==> src/rtl/output_port_scheduler.sv <==
// Purpose: per-output-port wormhole scheduler. It grants one of 4 requesters in round-robin order
//          and holds that grant for a whole packet. A new grant needs enough downstream credits for a full packet.
// Latency: 1 cycle from request to grant. The grant drops 1 cycle after the last flit strobe of the packet.
// Backpressure: no new grant while credits < PACKET_FLITS. Credits are consumed by strobes taken while ACTIVE.
// Ports: clk, reset (sync, active-low); request_din[3:0] (level requests); transfer_strobe_din (one flit moved);
//        credit_din (downstream freed a slot); grant_vector_dout[3:0] (registered one-hot);
//        grant_valid_dout (registered OR of grant); credit_count_dout (current credits).
module output_port_scheduler #(
  parameter int PORT_DIR     = 0,   // direction of the served output port, debug only
  parameter int PACKET_FLITS = 5,
  parameter int BUFFER_DEPTH = 10,
  parameter int CREDIT_WIDTH = 4
) (
  input  logic                    clk,
  input  logic                    reset,
  input  logic [3:0]              request_din,
  input  logic                    transfer_strobe_din,
  input  logic                    credit_din,
  output logic [3:0]              grant_vector_dout,
  output logic                    grant_valid_dout,
  output logic [CREDIT_WIDTH-1:0] credit_count_dout
);

  localparam int FW = (PACKET_FLITS > 1) ? $clog2(PACKET_FLITS) : 1;
  localparam logic [FW-1:0]           LAST_FLIT   = FW'(PACKET_FLITS - 1);
  localparam logic [CREDIT_WIDTH-1:0] PKT_CREDITS = CREDIT_WIDTH'(PACKET_FLITS);
  localparam logic [CREDIT_WIDTH-1:0] MAX_CREDITS = CREDIT_WIDTH'(BUFFER_DEPTH);

  typedef enum logic {IDLE, ACTIVE} state_t;

  state_t                  state;
  logic [1:0]              rr_pointer;
  logic [1:0]              owner;
  logic [1:0]              winner;
  logic [1:0]              idx;
  logic                    found;
  logic [FW-1:0]           flit_count;
  logic [CREDIT_WIDTH-1:0] credits;
  logic                    can_start;
  logic                    strobe_taken;

  // The direction tag only labels the instance; fold it into a sink so it stays visible in netlists.
  logic unused_port_dir;
  assign unused_port_dir = ^PORT_DIR;

  // Round-robin pick: the first set request at or after rr_pointer, wrapping mod 4.
  always_comb begin
    winner = rr_pointer;
    found  = 1'b0;
    idx    = rr_pointer;
    for (int k = 0; k < 4; k++) begin
      idx = rr_pointer + 2'(k);
      if (!found && request_din[idx]) begin
        winner = idx;
        found  = 1'b1;
      end
    end
  end

  // Only start a packet when the whole packet already fits downstream.
  assign can_start    = (request_din != 4'b0000) && (credits >= PKT_CREDITS);
  assign strobe_taken = (state == ACTIVE) && transfer_strobe_din;

  always_ff @(posedge clk) begin
    if (!reset) begin
      state             <= IDLE;
      rr_pointer        <= 2'd0;
      owner             <= 2'd0;
      flit_count        <= '0;
      grant_vector_dout <= 4'b0000;
      grant_valid_dout  <= 1'b0;
    end else if (state == IDLE) begin
      if (can_start) begin
        state             <= ACTIVE;
        owner             <= winner;
        flit_count        <= '0;
        grant_vector_dout <= 4'b0001 << winner;
        grant_valid_dout  <= 1'b1;
      end
    end else begin
      // Wormhole hold: request changes are ignored until the last flit has gone.
      if (transfer_strobe_din) begin
        if (flit_count == LAST_FLIT) begin
          state             <= IDLE;
          flit_count        <= '0;
          grant_vector_dout <= 4'b0000;
          grant_valid_dout  <= 1'b0;
          rr_pointer        <= owner + 2'd1;
        end else begin
          flit_count <= flit_count + 1'b1;
        end
      end
    end
  end

  // A strobe and a returned credit in the same cycle cancel each other out.
  // Saturate at both ends. An underflow could only come from a protocol error.
  always_ff @(posedge clk) begin
    if (!reset) begin
      credits <= MAX_CREDITS;
    end else if (strobe_taken && credit_din) begin
      credits <= credits;
    end else if (strobe_taken) begin
      if (credits != '0) credits <= credits - 1'b1;
    end else if (credit_din) begin
      if (credits != MAX_CREDITS) credits <= credits + 1'b1;
    end
  end

  assign credit_count_dout = credits;

endmodule

==> config.mk <==
export PLATFORM = sky130hd
export DESIGN_NAME = output_port_scheduler
export DESIGN_NICKNAME = d
export VERILOG_FILES = /design/src/rtl/output_port_scheduler.sv
export SDC_FILE = /design/constraint.sdc
export NUM_CORES = 1
export LEC_CHECK = 0
export BUFFER_PORTS_ARGS = -buffer_cell sky130_fd_sc_hd__buf_4
export CAP_MARGIN = 15
export CORE_UTILIZATION = 30
export CTS_BUF_LIST = sky130_fd_sc_hd__clkbuf_8
export CTS_CLUSTER_DIAMETER = 150
export DETAILED_ROUTE_END_ITERATION = 12
export GPL_TIMING_DRIVEN = 0
export PLACE_DENSITY_LB_ADDON = 0.3
export SYNTH_ARGS = -nofsm -noshare
export SYNTH_HDL_FRONTEND = slang
export SYNTH_SLANG_ARGS = --single-unit
==> constraint.sdc <==
create_clock -name clk -period 3.9 [get_ports clk]
set_clock_uncertainty 0.1 [all_clocks]
set_input_delay 0.78 -clock clk [delete_from_list [all_inputs] [get_ports clk]]
set_output_delay 0.78 -clock clk [all_outputs]
set_load 0.01 [all_outputs]
# [Word level (Yosys, flattened, before mapping)]
# Index checks and enable logic that the tools add are counted.
[totals] regBits=17 output_inout_bits=9 inputBits=8
[op_classes] n_lt_le_gt_ge=5 n_eq_ne=5 mux=34 reduce_logical=19 shifts=1 bitwise=2 add_sub_neg=7
[ops] op="4-bit 2-to-1 mux" count=8
[ops] op="1-bit 2-to-1 mux" count=15
[ops] op="2-bit by 3-bit < comparator with 1-bit output, second input constant" count=4
[ops] op="3-bit 2-to-1 mux" count=4
[ops] op="1-bit binary-select mux with 2-bit select" count=4
[ops] op="4-bit nonzero test" count=2
[ops] op="1-bit logical AND" count=6
[ops] op="2-bit 2-to-1 mux" count=3
[ops] op="3-bit AND reduction" count=2
[ops] op="2-bit nonzero test" count=3
[ops] op="2-bit by 1-bit adder with 2-bit output, second input constant" count=2
[ops] op="2-bit adder, second input constant" count=2
[ops] op="4-bit by 1-bit adder with 4-bit output, second input constant" count=1
[ops] op="4-bit by 3-bit >= comparator with 1-bit output, second input constant" count=1
[ops] op="2-bit by 1-bit inequality test with 1-bit output, second input constant" count=2
[ops] op="4-bit inequality test, second input constant" count=1
[ops] op="2-bit AND reduction" count=2
[ops] op="4-bit AND reduction" count=1
[ops] op="1-bit by 2-bit left shift with 4-bit output, first input constant" count=1
[ops] op="4-bit by 1-bit subtractor with 4-bit output, second input constant" count=1
[ops] op="3-bit by 1-bit adder with 3-bit output, second input constant" count=1
[ops] op="3-bit equality test, second input constant" count=1
[ops] op="1-bit logical NOT" count=3
[ops] op="2-bit inequality test, second input constant" count=1
[ops] op="1-bit NOT" count=2

# [Logic depth before layout (Yosys ltp)]
# Gate-level depths: netlist of run 1.
[depth] depth_word=15 ltp_mapped=7

# [Worst setup path before layout of run 1]
# OpenSTA, ideal clock, no wires.
[synth_path] path_kind="input to register" startpoint="input transfer_strobe_din" endpoint="register credits[3], in the netlist credit_count_dout[3]" arrival_time_ns=1.939 path_buffers=0 required_ns=3.679 setup_slack_ns=1.740 path_stages=7 path_cell_list="nand2_4 > inv_2 > ha_1 > nand3_1 > a21o_1 > o2111ai_1 > mux2_2"
[synth_between] elab_chain_cells=4 elab_cells_between_ends=8 classes_between="eq/ne: 1; mux: 1; bitwise: 1; reduce/logical: 5"
[synth_rtl] element="start: declaration" line_no="17" text="input logic transfer_strobe_din,"
[synth_rtl] element="1-bit logical AND (*)" line_no="62" text="assign strobe_taken = (state == ACTIVE) && transfer_strobe_din;"
[synth_rtl] element="parallel branches: the longest is 3 deep, another holds 4-bit AND reduction"
[synth_rtl] element="end signal: assignment" line_no="102" text="credits <= credits;"
[synth_rtl] element="end signal: assignment" line_no="104" text="if (credits != '0) credits <= credits - 1'b1;"
[synth_rtl] element="end signal: assignment" line_no="106" text="if (credits != MAX_CREDITS) credits <= credits + 1'b1;"
[synth_rtl] element="end: declaration" line_no="38" text="logic [CREDIT_WIDTH-1:0] credits;"
# Every way passes the cells marked *.
# A chain may end at the register's enable or synchronous reset.

# [Worst setup path in the final report of run 1]
# Same ends and word-level chain as after synthesis.

==> impl_results.md, run 1 <==
* Status: finished, final reports clean
* Avg WL per Cell at between 10 and 15 um
* Global routing's busiest layer: met2
* Die height at 59.1 um
* Ports at 17
* Place WS at 1470 ps
* Netlist cell types at 40
* Number of flops mapped to enable cells by yosys at 0
* Netlist Area Pre-Place at 977 um2
* Port Buffer Count at 15
* Nets at 146
* WP data arrival at 2220 ps
* CTS tree: done
* Starting DRT DRC Count at 52
* H-tree levels at 1
* Yosys top cell by area: dfxtp_1
* RSZ-0062 raised after global routing: false
* Post-synth ARST share at 0%
* Via Count at 912
* Synth Area per Inst at ~8.6 um2
* Most common cell in the synthesized netlist: dfxtp_1
* Site Rows at 20
* Area Growth Syn to Fin at 21.8%
* Drt pass-1 iters at 4
* Clk_lat worst skew at about 250 ps
* Crit path max fanout at 10
* Register area share after synthesis at 34.8%
* CTS Buf Count at 3
* HPWL Detailed at approximately 1500 um
* Critical path type: input pin to flop
* Initial antenna violation count at 0
* Fmax at 0.460 GHz
* Critical path required time at 3950 ps
* Total wire length at between 2000 and 2500 um
* Root Driver: clkbuf_8
* Share of layout cells above drive strength 1 at roughly a quarter
* Count of final setup violators at 0
* Clock slew at reported path FFs at 70 ps
* # diodes at 0
* Worst-margin pin slew at 686 ps
* Post-Syn Instances at 113
* Via density at a little over 5
* Area of the die at 0.00349 mm2
* Period minus WS final at approximately 2200 ps
* Share of Yosys cell area claimed by the top area cell type at a little over a third
* GR Layer Usage met2 at 22.2%
* Final Hold Fails at 0
* Worst slew margin at 53.8%
* Max Buffers Root-to-Sink at 2
* Hold WC Path Type: flop to flop
* Worst VDD drop at 0.200 mV
* Final Cycle Share at a little under three fifths
* GPL Wtd Cong at 0.810
* Core footprint at 0.00308 mm2
* Initial Utilization at 31.7%
* Worst Slack Setup Final at approximately 1700 ps
* Die W at 59.1 um
* CP endpoint kind: flop
* Synthesis warning total at 0
* GR Overflow Total at 0
* CTS Hold Bufs at 0
* # clock sinks at 17
* Max Cap Violations at 0
* DRT antenna net count at 0
* Critical path startpoint category: input pin
* Drc violations at 0
* Post-CTS Setup Bufs at 0
* Largest cells by area after synthesis: dfxtp_1, a21oi_1, ha_1
* Pin count of the biggest net entering global routing at 11
* Flops & latches, synth at 17
* Final core utilization at ~39%
* Synth Flop Type: dfxtp_1
* PostCTS Resize Cnt at 0
* Pleak at approximately 0.5 nW
* Most frequent cells after synthesis: dfxtp_1, a21oi_1, nand2_1
* First-pass GRT wire length at 3620 um
* Post-Syn Nets at 126
* Post-route setup TNS at 0 ps
* Vias in the first global route at 842
* Max Slew Vio Count at 0
* Total track usage at 13.7%
* PwrDens at 393 mW/mm2
* Grt met1 use at 17.1%
* Grt met3 use at a little under 4%
==> per-layer routing <==
layer / share of wire, % / routed length (um) / vias up
li1: - / - / 456
met1: 47 / 993 / 425
met2: 46 / 964 / 27
met3: 5.9 / 123 / 4
met4: 0.91 / 19 / 0
met5: 0 / 0 / -
==> sequential cells by signal, indices dropped and copies added, names as in the netlist <==
name	cells
state	1
credit_count_dout	4
owner	2
grant_valid_dout	1
rr_pointer	2
flit_count	3
grant_vector_dout	4
==> worst max-delay path, stage by stage <==
cell	delay, ps
buf_4	130
nand2_4	120
inv_2	100
ha_1	330
a21oi_1	200
a21o_1	140
o2111ai_1	130
mux2_2	300
==> layout make-up <==
type	count	area, um2
fillers	329	1890
multi-input cells	86	596
flip-flops and latches	17	340
repair buffers	15	113
well taps	44	55.1
clock buffers	3	41.3
inverters	9	33.8
plain buffers	1	7.51
clock inverters	1	3.75
==> cells in the final DEF (no fill, tap or decap), types with 2 or more instances in the layout <==
| cell type | count |
|---|---|
| buf_4 | 16 |
| a211o_2 | 2 |
| ha_1 | 4 |
| a21oi_1 | 12 |
| o21ai_0 | 3 |
| o211a_1 | 2 |
| inv_1 | 8 |
| o32ai_1 | 4 |
| nand3_1 | 7 |
| xnor2_1 | 4 |
| clkbuf_8 | 3 |
| o2111ai_1 | 2 |
| dfxtp_1 | 17 |
| o211ai_1 | 5 |
| nor2_1 | 7 |
| nand2_1 | 11 |
==> worst paths after layout <==
path                                            end  slack (ps)  depth (start not counted)                          start
hold reg to reg       grant_valid_dout$_SDFFE_PN0P_         360                          2  grant_valid_dout$_SDFFE_PN0P_
hold / removal        grant_valid_dout$_SDFFE_PN0P_         360                          2  grant_valid_dout$_SDFFE_PN0P_
setup / recovery  credit_count_dout[3]$_SDFFE_PN1P_        1730                          8            transfer_strobe_din
setup reg to reg  credit_count_dout[3]$_SDFFE_PN1P_        1900                          7               state$_SDFF_PN0_
==> where the power goes <==
| part | leakage [nW] | switching, mW | internal (mW) |
|---|---|---|---|
| clock network | 0.0269 | 0.0586 | 0.0698 |
| logic | 0.326 | 0.0701 | 0.0629 |
| registers | 0.139 | 0.0181 | 0.189 |
| total | 0.492 | 0.147 | 0.321 |
==> logic make-up (layout without fill, tap and decap cells) <==
kind of cell	after synthesis	in the layout	synth area share, %
compound gates	39	39	29.1
simple gates	37	37	20.0
flops	17	17	34.8
buf+inv	10	29	4.23
fa+ha+maj	5	5	7.17
xor+xnor	4	4	3.58
mux	1	1	1.15
==> through the flow <==
step                total power, mW  hold WS, ps  cell area (um2)  std cells
global placement              0.340          354             1140        172
CTS                           0.473          360             1190        176
floorplan                     0.299          350              977        113
finish                        0.468          357             1190        176
global route                  0.503          398             1190        176
detailed placement            0.344          351             1140        172
Power figures use the tool's default switching activity.
==> run 2: changes to the inputs <==
- clock period: 3.9 -> 1.8 ns (I/O delays scaled with it)
==> run 2 against run 1 <==
Power up 130%. Hold slack got worse by 86 ps. Final cell count increased by 2.8%. Critical endpoint unchanged. Non-clock buffer count grew 5. Die area is the same. Largest power group unchanged. Utilization is 2.2 points higher.
==> impl_results.md, run 2 (synthesized netlist as in run 1, its figures left out) <==
* Status: finished, final reports clean
* Via density at 5.14
* Worst VDD drop at 0.467 mV
* Core footprint at 0.00308 mm2
* Ports at 17
* Vias in the first global route at ~790
* CP endpoint kind: flop
* Area Growth Syn to Fin at 28.8%
* Max Slew Vio Count at 0
* Critical path startpoint category: flop
* Crit path largest cell delay at 370 ps
* Drc violations at 0
* Pin count of the biggest net entering global routing at 11
* RSZ-0062 raised after global routing: false
* Most frequent cells in the layout: buf_4, dfxtp_1, nand2_1, a21oi_1, inv_1
* Fmax at 0.570 GHz
* Site Rows at 20
* Worst-margin pin slew at 654 ps
* H-tree levels at 1
* Via Count at 930
* Clock slew at reported path FFs at 60 ps
* WP data arrival at 1800 ps
* Top delay family on crit path: flip-flops
* Critical path required time at 1840 ps
* CP max stage cell: dfxtp_4
* Placed Cells at 172
* # diodes at 0
* Final hold slack at 272 ps
* Hold_sp: reset
* Final Cycle Share at 97.5%
* HPWL Detailed at 1580 um
* Critical path type: flop to flop
* Initial Utilization at a little under a third
* Crit path max fanout at 7
* Fin cells at 181
* DRT antenna net count at 0
* Port Buffer Count at 15
* CTS Buf Count at 3
* Initial antenna violation count at 0
* # clock sinks at 17
* Hold WC Path Type: input pin to flop
* CP Buf/Inv Count at 1
* Crit path launch: state$_SDFF_PN0_
* Starting DRT DRC Count at 27
* Count of final setup violators at 0
* Worst r2r src: state$_SDFF_PN0_
* Clk_lat worst skew at 250 ps
* Max Buffers Root-to-Sink at 2
* Post-route setup TNS at 0 ps
* Drt pass-1 iters at 4
* Die W at ~59 um
* Commonest non-fill, non-tap cell in the layout: buf_4
* Avg WL per Cell at around 12 um
* GR Overflow Total at 0
* CTS Hold Bufs at 0
* Area of the die at 0.00349 mm2
* Share of layout cells above drive strength 1 at 28.5%
* Pleak at 0.511 nW
* Final Hold Fails at 0
* CTS tree: done
* Worst slew margin at 56.0%
* PwrDens at 839 mW/mm2
* Total wire length at 2180 um
* Root Driver: clkbuf_8
* Max Cap Violations at 0
* Crit path cell chain: nand2_8 -> inv_4 -> ha_4 -> nand3_1 -> a21o_1 -> o2111ai_1 -> mux2_2
* Nets at between 150 and 200
* GPL Wtd Cong at between 0.8 and 0.9
* Die height at between 50 and 60 um
* Period minus WS final at about 1800 ps
* Total track usage at 13.2%
* First-pass GRT wire length at 3480 um
* Fillers at 321
-- run 2: cell types whose count changed in the layout (fill, tap and decap cells not counted), sizes merged --
cell  previous run  this run
buf             16        21
-- run 2: path summary, 6_finish.rpt --
kind,cells past startpoint,to,slack [ps]
setup / recovery,7,credit_count_dout[3]$_SDFFE_PN1P_,50
hold / removal,2,credit_count_dout[1]$_SDFFE_PN1P_,270
setup reg to reg,7,credit_count_dout[3]$_SDFFE_PN1P_,50
hold reg to reg,2,grant_valid_dout$_SDFFE_PN0P_,360
-- run 2: what timing repair did --
action,4_1_cts,5_1_grt
setup endpoints to repair,1,5
setup buffers,0,5
cloned,0,0
gates resized for setup,5,0
pin swaps,1,2
-- run 2: per-layer routing --
| metal | global-route usage (%) | vias to the layer above | wire [um] |
|---|---|---|---|
| met5 | 0 | - | 0 |
| met4 | 3.06 | 0 | 9 |
| met3 | 3.93 | 2 | 94 |
| met2 | 22.9 | 22 | 1060 |
| met1 | 16.0 | 439 | 1010 |
| li1 | - | 467 | - |
-- run 2: layout make-up --
class	count	area [um2]	share of cell area, %
sequential	17	344	27.3
buffer	1	7.51	0.596
multi-input combinational	86	621	49.3
timing repair buffer	20	150	11.9
clock buffer	3	41.3	3.28
clock inverter	1	3.75	0.298
inverter	9	36.3	2.88
tap	44	55.1	4.37
-- run 2: worst reg2reg max path: stages, from the launching register on --
cell,delay (ps)
dfxtp_4,370
nand2_8,90
inv_4,70
ha_4,280
nand3_1,100
a21o_1,180
o2111ai_1,100
mux2_2,350
-- run 2: power by group --
part	switching [mW]	internal (mW)	total [mW]	leakage, nW
clock network	0.132	0.151	0.284	0.0269
logic	0.163	0.159	0.322	0.345
registers	0.0414	0.409	0.450	0.139
total	0.337	0.719	1.06	0.511
-- run 2: through the flow --
step	util (%)	power, mW	setup slack, ps	cell area, um2
after floorplan	-	0.649	59.0	978
after global placement	37.2	0.737	-197	1150
after detailed placement	37.2	0.750	-211	1150
after CTS	39.7	1.05	11.0	1220
after global routing	40.9	1.12	0.645	1260
final	40.9	1.06	45.6	1260
==> run 3: changes to the inputs <==
- CORE_ASPECT_RATIO: not set -> 2
==> run 3 against run 2 <==
Critical path depth did not move. Non-clock buffer count decreased by 2. Utilization is 1.0 points lower. Count of clock-buffer cells in the layout stayed put. First-iteration DRC count fell by 41%. Wire length rose by 7.1%. Die area increased by 0.40%. Clock power hardly changed. Sequential power about the same. Critical path type unchanged. Largest cell class unchanged. Largest power group unchanged.
==> impl_results.md, run 3 (synthesized netlist as in run 1, its figures left out) <==
* Status: finished, final reports clean
* Max Buffers Root-to-Sink at 2
* Top delay family on crit path: flip-flops
* Nets at 149
* Core footprint at 0.00312 mm2
* Minimum setup slack among reg-to-reg paths at 70 ps
* WP data arrival at between 1500 and 2000 ps
* Commonest non-fill, non-tap cell in the layout: buf_4
* Crit path max fanout at 10
* Max Cap Violations at 0
* Drc violations at 0
* Pin count of the biggest net entering global routing at 11
* H-tree levels at 1
* DRT antenna net count at 0
* Count of final setup violators at 0
* Clock slew at reported path FFs at 60 ps
* CP max stage cell: dfxtp_4
* Starting DRT DRC Count at 16
* Fmax at ~0.58 GHz
* Via Count at about 930
* RSZ-0062 raised after global routing: false
* Share of layout cells above drive strength 1 at 28.9%
* Root Driver: clkbuf_8
* # diodes at 0
* Critical path startpoint category: flop
* GR Overflow Total at 0
* CP endpoint kind: flop
* CP Buf/Inv Count at 1
* Area Growth Syn to Fin at 27.3%
* Final Hold Fails at 0
* Total track usage at 14.0%
* Finished layout cell area at 0.00124 mm2
* CTS tree: done
* Crit path largest cell delay at around 360 ps
* Multi-input gate area at 631 um2
* CTS Buf Count at 3
* Reg area at 344 um2
* Total wire length at between 2000 and 2500 um
* Critical path required time at 1840 ps
* Most frequent cells in the layout: buf_4, dfxtp_1, nand2_1, a21oi_1
* CTS Hold Bufs at 0
* Period minus WS final at 1730 ps
* GPL Wtd Cong at 0.744
* Worst VDD drop at 0.418 mV
* Crit path cell chain: nand2_8 -> inv_8 -> ha_4 -> nand3_1 -> a21o_1 -> o2111ai_2 -> mux2_4
* Vias in the first global route at 864
* Ports at 17
* Site Rows at 29
* Placed instance area at 0.00113 mm2
* Die height at 82.7 um
* Area of the die at 0.00350 mm2
* Pleak at 0.509 nW
* Final Cycle Share at 96.3%
* Worst slew margin at 59.9%
* Hold WC Path Type: input pin to flop
* Fillers at 319
* Critical path type: flop to flop
* # clock sinks at 17
* Worst-margin pin slew at 596 ps
* PwrDens at between 800 and 900 mW/mm2
* Port Buffer Count at 15
* Max Slew Vio Count at 0
* Die W at 42.4 um
* Avg WL per Cell at 14.1 um
* Via density at 5.61
* First-pass GRT wire length at approximately 3800 um
* Clk_lat worst skew at ~250 ps
* Overall power at between 1 and 1.5 mW
* Initial antenna violation count at 0
* Initial Utilization at between 30% and 40%
* Drt pass-1 iters at 4
* HPWL Detailed at 1790 um
run 3: layout make-up:
cell class	instances	area share, %
multi-input cells	86	50.7
flip-flops and latches	17	27.7
clock inverters	1	0.402
repair buffers	18	10.9
plain buffers	1	0.604
clock buffers	3	3.32
well taps	31	3.12
inverters	9	3.32
run 3: layer usage:
metal	global-route usage, %	vias up	part of all wire (%)
met5	0	-	0
met2	28.8	19	59
li1	-	461	-
met4	6.56	0	1.9
met3	1.30	4	3.1
met1	13.4	448	36
run 3: repair_timing:
item,CTS,global route
resized for setup,5,4
setup endpoints to repair,1,6
setup buffers,1,2
pin swaps,0,2
run 3: stage by stage:
stage	worst slack, ps	setup TNS, ps	hold slack [ps]	utilization (%)	std cells
detailed placement	-241	-266	354	36.2	159
global placement	-212	-212	348	36.2	159
CTS	12.1	0	282	38.9	164
global route	3.51	0	298	39.9	166
floorplan	59.0	0	350	-	113
finish	66.4	0	280	39.9	166
run 3: worst paths after layout:
kind / from / end / cells past startpoint
setup / recovery: state$_SDFF_PN0_ / credit_count_dout[3]$_SDFFE_PN1P_ / 7
hold / removal: reset / credit_count_dout[1]$_SDFFE_PN1P_ / 2
setup reg to reg: state$_SDFF_PN0_ / credit_count_dout[3]$_SDFFE_PN1P_ / 7
hold reg to reg: grant_valid_dout$_SDFFE_PN0P_ / grant_valid_dout$_SDFFE_PN0P_ / 2
run 3: power by group:
part           internal [mW]  switching, mW
clock                  0.153          0.127
sequential             0.409         0.0417
combinational          0.160          0.171
